<file path="src/rtl/byte_lane_dmem.sv">
// Parametrised byte-lane data memory with a wait-state request/done handshake
// and a lane-select LED view of the last word read.
module byte_lane_dmem #(
    parameter int DATA_W      = 32,
    parameter int ADDR_W      = 6,
    parameter int DEPTH       = 64,
    parameter int LANE_W      = 8,
    parameter int WAIT_CYCLES = 1,
    localparam int LANES      = DATA_W / LANE_W,
    localparam int MUX_W      = (LANES > 1) ? $clog2(LANES) : 1
) (
    input  logic                Clk,
    input  logic                Reset,
    input  logic                Mem_Read,
    input  logic                Mem_Write,
    input  logic [ADDR_W-1:0]   Mem_Addr,
    input  logic [DATA_W-1:0]   Mem_WData,
    input  logic [DATA_W/8-1:0] Byte_En,
    input  logic [MUX_W-1:0]    MUX,
    output logic [DATA_W-1:0]   Mem_RData,
    output logic                Busy,
    output logic                Done,
    output logic                Err,
    output logic [LANE_W-1:0]   LED
);

    localparam int BYTES    = DATA_W / 8;
    localparam int IDX_W    = (DEPTH > 1) ? $clog2(DEPTH) : 1;
    localparam int CNT_W    = (WAIT_CYCLES > 1) ? $clog2(WAIT_CYCLES) : 1;
    localparam int CNT_INIT = (WAIT_CYCLES > 0) ? WAIT_CYCLES - 1 : 0;
    localparam logic [ADDR_W:0] DEPTH_LIM = (ADDR_W + 1)'(DEPTH);

    localparam logic [1:0] S_IDLE   = 2'd0;
    localparam logic [1:0] S_WAIT   = 2'd1;
    localparam logic [1:0] S_ACCESS = 2'd2;
    localparam logic [1:0] S_DONE   = 2'd3;

    logic [1:0]          state;
    logic [CNT_W-1:0]    wait_cnt;
    logic                op_write;
    logic [ADDR_W-1:0]   addr_q;
    logic [DATA_W-1:0]   wdata_q;
    logic [BYTES-1:0]    be_q;
    logic [DATA_W-1:0]   rdata_q;
    logic                done_q;
    logic                err_q;
    logic [DATA_W-1:0]   mem [0:DEPTH-1];

    logic                in_range;
    logic [IDX_W-1:0]    idx;

    assign in_range = ({1'b0, addr_q} < DEPTH_LIM);
    assign idx      = addr_q[IDX_W-1:0];

    // Done/Err are registered, so they appear the cycle after the DONE state.
    always_ff @(posedge Clk or posedge Reset) begin
        if (Reset) begin
            state    <= S_IDLE;
            wait_cnt <= '0;
            op_write <= 1'b0;
            addr_q   <= '0;
            wdata_q  <= '0;
            be_q     <= '0;
            rdata_q  <= '0;
            done_q   <= 1'b0;
            err_q    <= 1'b0;
            for (int i = 0; i < DEPTH; i++) begin
                mem[i] <= '0;
            end
        end else begin
            done_q <= 1'b0;
            err_q  <= 1'b0;
            case (state)
                S_IDLE: begin
                    if (Mem_Read ^ Mem_Write) begin
                        op_write <= Mem_Write;
                        addr_q   <= Mem_Addr;
                        wdata_q  <= Mem_WData;
                        be_q     <= Byte_En;
                        wait_cnt <= CNT_W'(CNT_INIT);
                        state    <= (WAIT_CYCLES > 0) ? S_WAIT : S_ACCESS;
                    end else if (Mem_Read && Mem_Write) begin
                        err_q <= 1'b1;
                    end
                end
                S_WAIT: begin
                    if (wait_cnt == '0) begin
                        state <= S_ACCESS;
                    end else begin
                        wait_cnt <= wait_cnt - CNT_W'(1);
                    end
                end
                S_ACCESS: begin
                    if (in_range) begin
                        if (op_write) begin
                            for (int b = 0; b < BYTES; b++) begin
                                if (be_q[b]) begin
                                    mem[idx][8*b +: 8] <= wdata_q[8*b +: 8];
                                end
                            end
                        end else begin
                            rdata_q <= mem[idx];
                        end
                    end
                    state <= S_DONE;
                end
                S_DONE: begin
                    done_q <= 1'b1;
                    err_q  <= ~in_range;
                    state  <= S_IDLE;
                end
                default: state <= S_IDLE;
            endcase
        end
    end

    // Lane values beyond the last real lane fall through to zero.
    always_comb begin
        LED = '0;
        for (int i = 0; i < LANES; i++) begin
            if (MUX == MUX_W'(i)) begin
                LED = rdata_q[i*LANE_W +: LANE_W];
            end
        end
    end

    assign Busy      = (state != S_IDLE);
    assign Done      = done_q;
    assign Err       = err_q;
    assign Mem_RData = rdata_q;

endmodule

</file>
<file path="config.mk">
export PLATFORM = sky130hd
export DESIGN_NAME = byte_lane_dmem
export DESIGN_NICKNAME = d
export VERILOG_FILES = /design/src/rtl/byte_lane_dmem.sv
export SDC_FILE = /design/constraint.sdc
export NUM_CORES = 2
export LEC_CHECK = 0
export CAP_MARGIN = 20
export CORE_UTILIZATION = 45
export DETAILED_ROUTE_END_ITERATION = 10
export MAX_ROUTING_LAYER = met4
export PLACE_DENSITY_LB_ADDON = 0.12
export SYNTH_ARGS = -nofsm -noshare
export SYNTH_HDL_FRONTEND = slang
export SYNTH_SLANG_ARGS = --single-unit
</file>
<file path="constraint.sdc">
create_clock -name Clk -period 95.7 [get_ports Clk]
set_input_delay 28.71 -clock Clk [delete_from_list [all_inputs] [get_ports Clk]]
set_output_delay 28.71 -clock Clk [all_outputs]
set_load 0.02 [all_outputs]
</file>
==> results.tsv <==
stage	metric	value	unit
cts	worst-skew pair later-pin latency	0.89	ns
placement	HPWL Detailed	195000	um
sta	Tmin final	59.33	ns
cells_and_area	area grow syn2layout	11.7	%
die	die span in x	466	um
global_routing	vias in the first global route	62000	
yosys	top-count cell post-synth	mux2_2	
detailed_routing	antenna viol nets, final	0	
run_status	status	finished, violations left	
cells_and_area	Nets	6692	
power_and_ir_drop	power per cell area	29.7	nW/um2
sta	# setup viols final	0	
yosys	ys flop type	dfrtp_1	
setup_path	crit path max fanout	8	
sta	fin. max-slew vios	0	
global_routing	pin count of the biggest net entering global routing	161	
sta	Final WS setup	36.37	ns
yosys	share of the synthesized area in the top cell type	54.9	%
power_and_ir_drop	Int Pwr	0.00198	W
detailed_routing	drt drc	3	
global_routing	gr usage total	29.9	%
sta	Min Hold Slack	0.480	ns
die	Top Ports	91	
global_routing	initial antenna violation count	5	
die	die area	217000	um2
sta	Hold Fails Final Rpt	0	
run_status	failing checks	DRC	
die	Initial Utilization	45.2	%
cts	Clock Path Buffers	3	
setup_path	Arrival @ worst endpoint	30.62	ns
placement	Placer Congestion	0.840	
die	Core ar.	214000	um2
cts	clock sink total	2127	
setup_path	CP endpoint kind	primary output	
cts	clock root cell	clkbuf_16	
power_and_ir_drop	VDD IR max	28.4	uV
power_and_ir_drop	P_sw	0.00124	W
cts	TritonCTS clock tree	yes	
global_routing	first-pass GRT wire length	459000	um
cts	CTS buffer count	229	
sta	final period utilization	62.0	%
yosys	Synth cell types	70	
cts	PostCTS Resize Cnt	0	
power_and_ir_drop	clock share of power	28.4	%
sta	FMAX	16.9	MHz
sta	unrepaired setup endpoints after global routing	no	
yosys	Warnings, synthesis	0	
yosys	top cell type by total area after synthesis	dfrtp_1	
yosys	Yosys reg bits	2127	
die	# rows	170	
cells_and_area	Final Non-Filler Cells	9678	
die	Die Y	466	um
yosys	largest cells by area after synthesis	dfrtp_1, mux2_2, mux4_2, a221oi_1, mux2i_1	
placement	Post-Place Cells	9244	
sta	worst-margin pin slew	1.12	ns
detailed_routing	DR vias/cell	6.22	
global_routing	grt ovf	0	
job	maxcap violations	0	
cts	post-CTS setup buffer count	0	
cts	# hold bufs at CTS	0	
detailed_routing	WL/cell	32.4	um
yosys	list of most frequent post-synthesis cells	mux2_2, dfrtp_1, clkbuf_1	
cts	clock-pin slew on the worst setup and hold paths	0.06	ns
sta	setup TNS	0	ns
yosys	area of the mapped netlist	97000	um2
placement	Placed Instance Area	100000	um2
placement	I/O Buffers	90	
placement	dpl ws	36.33	ns
yosys	Async SR Flop Fraction	100	%
yosys	Syn Area/Cell	14.5	um2
detailed_routing	drt first pass iters	9	
detailed_routing	vias	60200	
cells_and_area	layout cells sized above 1	47.7	%
detailed_routing	total wire length	314000	um
power_and_ir_drop	leakage	50.6	nW
global_routing	met1 Track Usage GR	40.1	%
setup_path	critical path class	input port to primary output	
global_routing	gr busiest metal	met2	
setup_path	critical path launch point type	input port	
sta	skew final	0.0425	ns
yosys	EDFF count, synth	0	
worst_hold_path	HP Class	flop to flop	
power_and_ir_drop	logic gate share of total power	33.9	%
setup_path	Worst Path Required	66.99	ns
global_routing	grt met3 use	4.21	%
power_and_ir_drop	sequential share of power	37.7	%
power_and_ir_drop	sw frac	38.5	%
cts	H-tree levels	4	
yosys	Seq/Total Area, Yosys	54.9	%
yosys	synthesized instance count	6695	
cells_and_area	cell area after layout	108000	um2
detailed_routing	initial DRC count	5040	
sta	max_slew headroom	25.6	%
yosys	syn_nets	6748	
global_routing	met2 usage	46.1	%
[state kept, by name (all words and copies together) (netlist names)]
register,cells
Err,1
Mem_RData,32
wdata_q,32
op_write,1
state,2
mem,2048
Done,1
be_q,4
addr_q,6
[cell usage in the layout (no fill, tap or decap), drive strengths merged, types with 8 or more instances in the layout]
cell type,instances
mux2,2182
dfrtp,2127
nor2,388
clkbuf,369
a221oi,332
mux4,223
mux2i,167
buf,165
nand2,122
o21ai,119
a22oi,103
clkdlybuf4s50,90
o22ai,87
a21oi,59
clkinv,36
nand3,34
a22o,24
o32a,23
nand4,16
inv,15
bufinv,13
nor3,10
o211ai,9
o22a,9
a221o,8
a31oi,8
and3,8
[routing by layer]
layer	vias up	wire length, um
li1	25000	-
met1	32800	136000
met2	1834	148000
met3	533	16200
met4	0	13200
met5	-	0
[through the flow]
| stage | total power, W | utilization, % |
|---|---|---|
| floorplan | 0.00186 | - |
| global placement | 0.00229 | 46.8 |
| detailed placement | 0.00231 | 46.8 |
| CTS | 0.00323 | 50.5 |
| global route | 0.00333 | 50.5 |
| finish | 0.00322 | 50.5 |
[worst max-delay path, cell delays in order]
cell and delay (ns):
clkdlybuf4s50_1 0.78, mux4_2 0.57, clkdlybuf4s50_1 0.56
[power by group through the flow]
stage	sequential [W]	clock, W	combinational, W
after floorplan	0.00117	0	0.000685
after global placement	0.00122	0	0.00107
after detailed placement	0.00123	0	0.00108
after CTS	0.00121	0.000930	0.00109
after global routing	0.00123	0.000967	0.00113
final	0.00121	0.000915	0.00109
[cells by family (layout without fill, tap and decap cells)]
logic type,count (synthesis),in the layout,share of synthesized area [%]
mux,2572,2572,32.2
buf+inv,550,689,2.67
other cells,0,6,0
flops,2127,2127,54.9
compound gates,822,822,6.42
simple gates,619,619,3.70
fa+ha+maj,5,5,0.0645
[cell type report]
type / instances / area, um2
Multi-Input combinational cell: 4018 / 41300
Antenna cell: 6 / 15.0
Fill cell: 18300 / 106000
Clock inverter: 57 / 673
Clock buffer: 369 / 7130
Tap cell: 2838 / 3550
Inverter: 8 / 47.5
Sequential cell: 2127 / 53300
Timing Repair Buffer: 255 / 2280
[final timing paths]
path                                  startpoint                       end  slack (ns)  cells after the start
setup / recovery                          MUX[0]                    LED[4]       36.37                      3
min in group asynchronous                  Reset      mem[744]$_DFFE_PP0P_       28.42                      2
hold reg to reg            mem[1917]$_DFFE_PP0P_     mem[1917]$_DFFE_PP0P_        0.48                      1
max in group asynchronous                  Reset     addr_q[2]$_DFFE_PP0P_       62.85                      7
setup reg to reg           addr_q[0]$_DFFE_PP0P_  Mem_RData[2]$_DFFE_PP0P_       89.98                      9
hold / removal             mem[1917]$_DFFE_PP0P_     mem[1917]$_DFFE_PP0P_        0.48                      1
(Power assumes the default switching activity.)
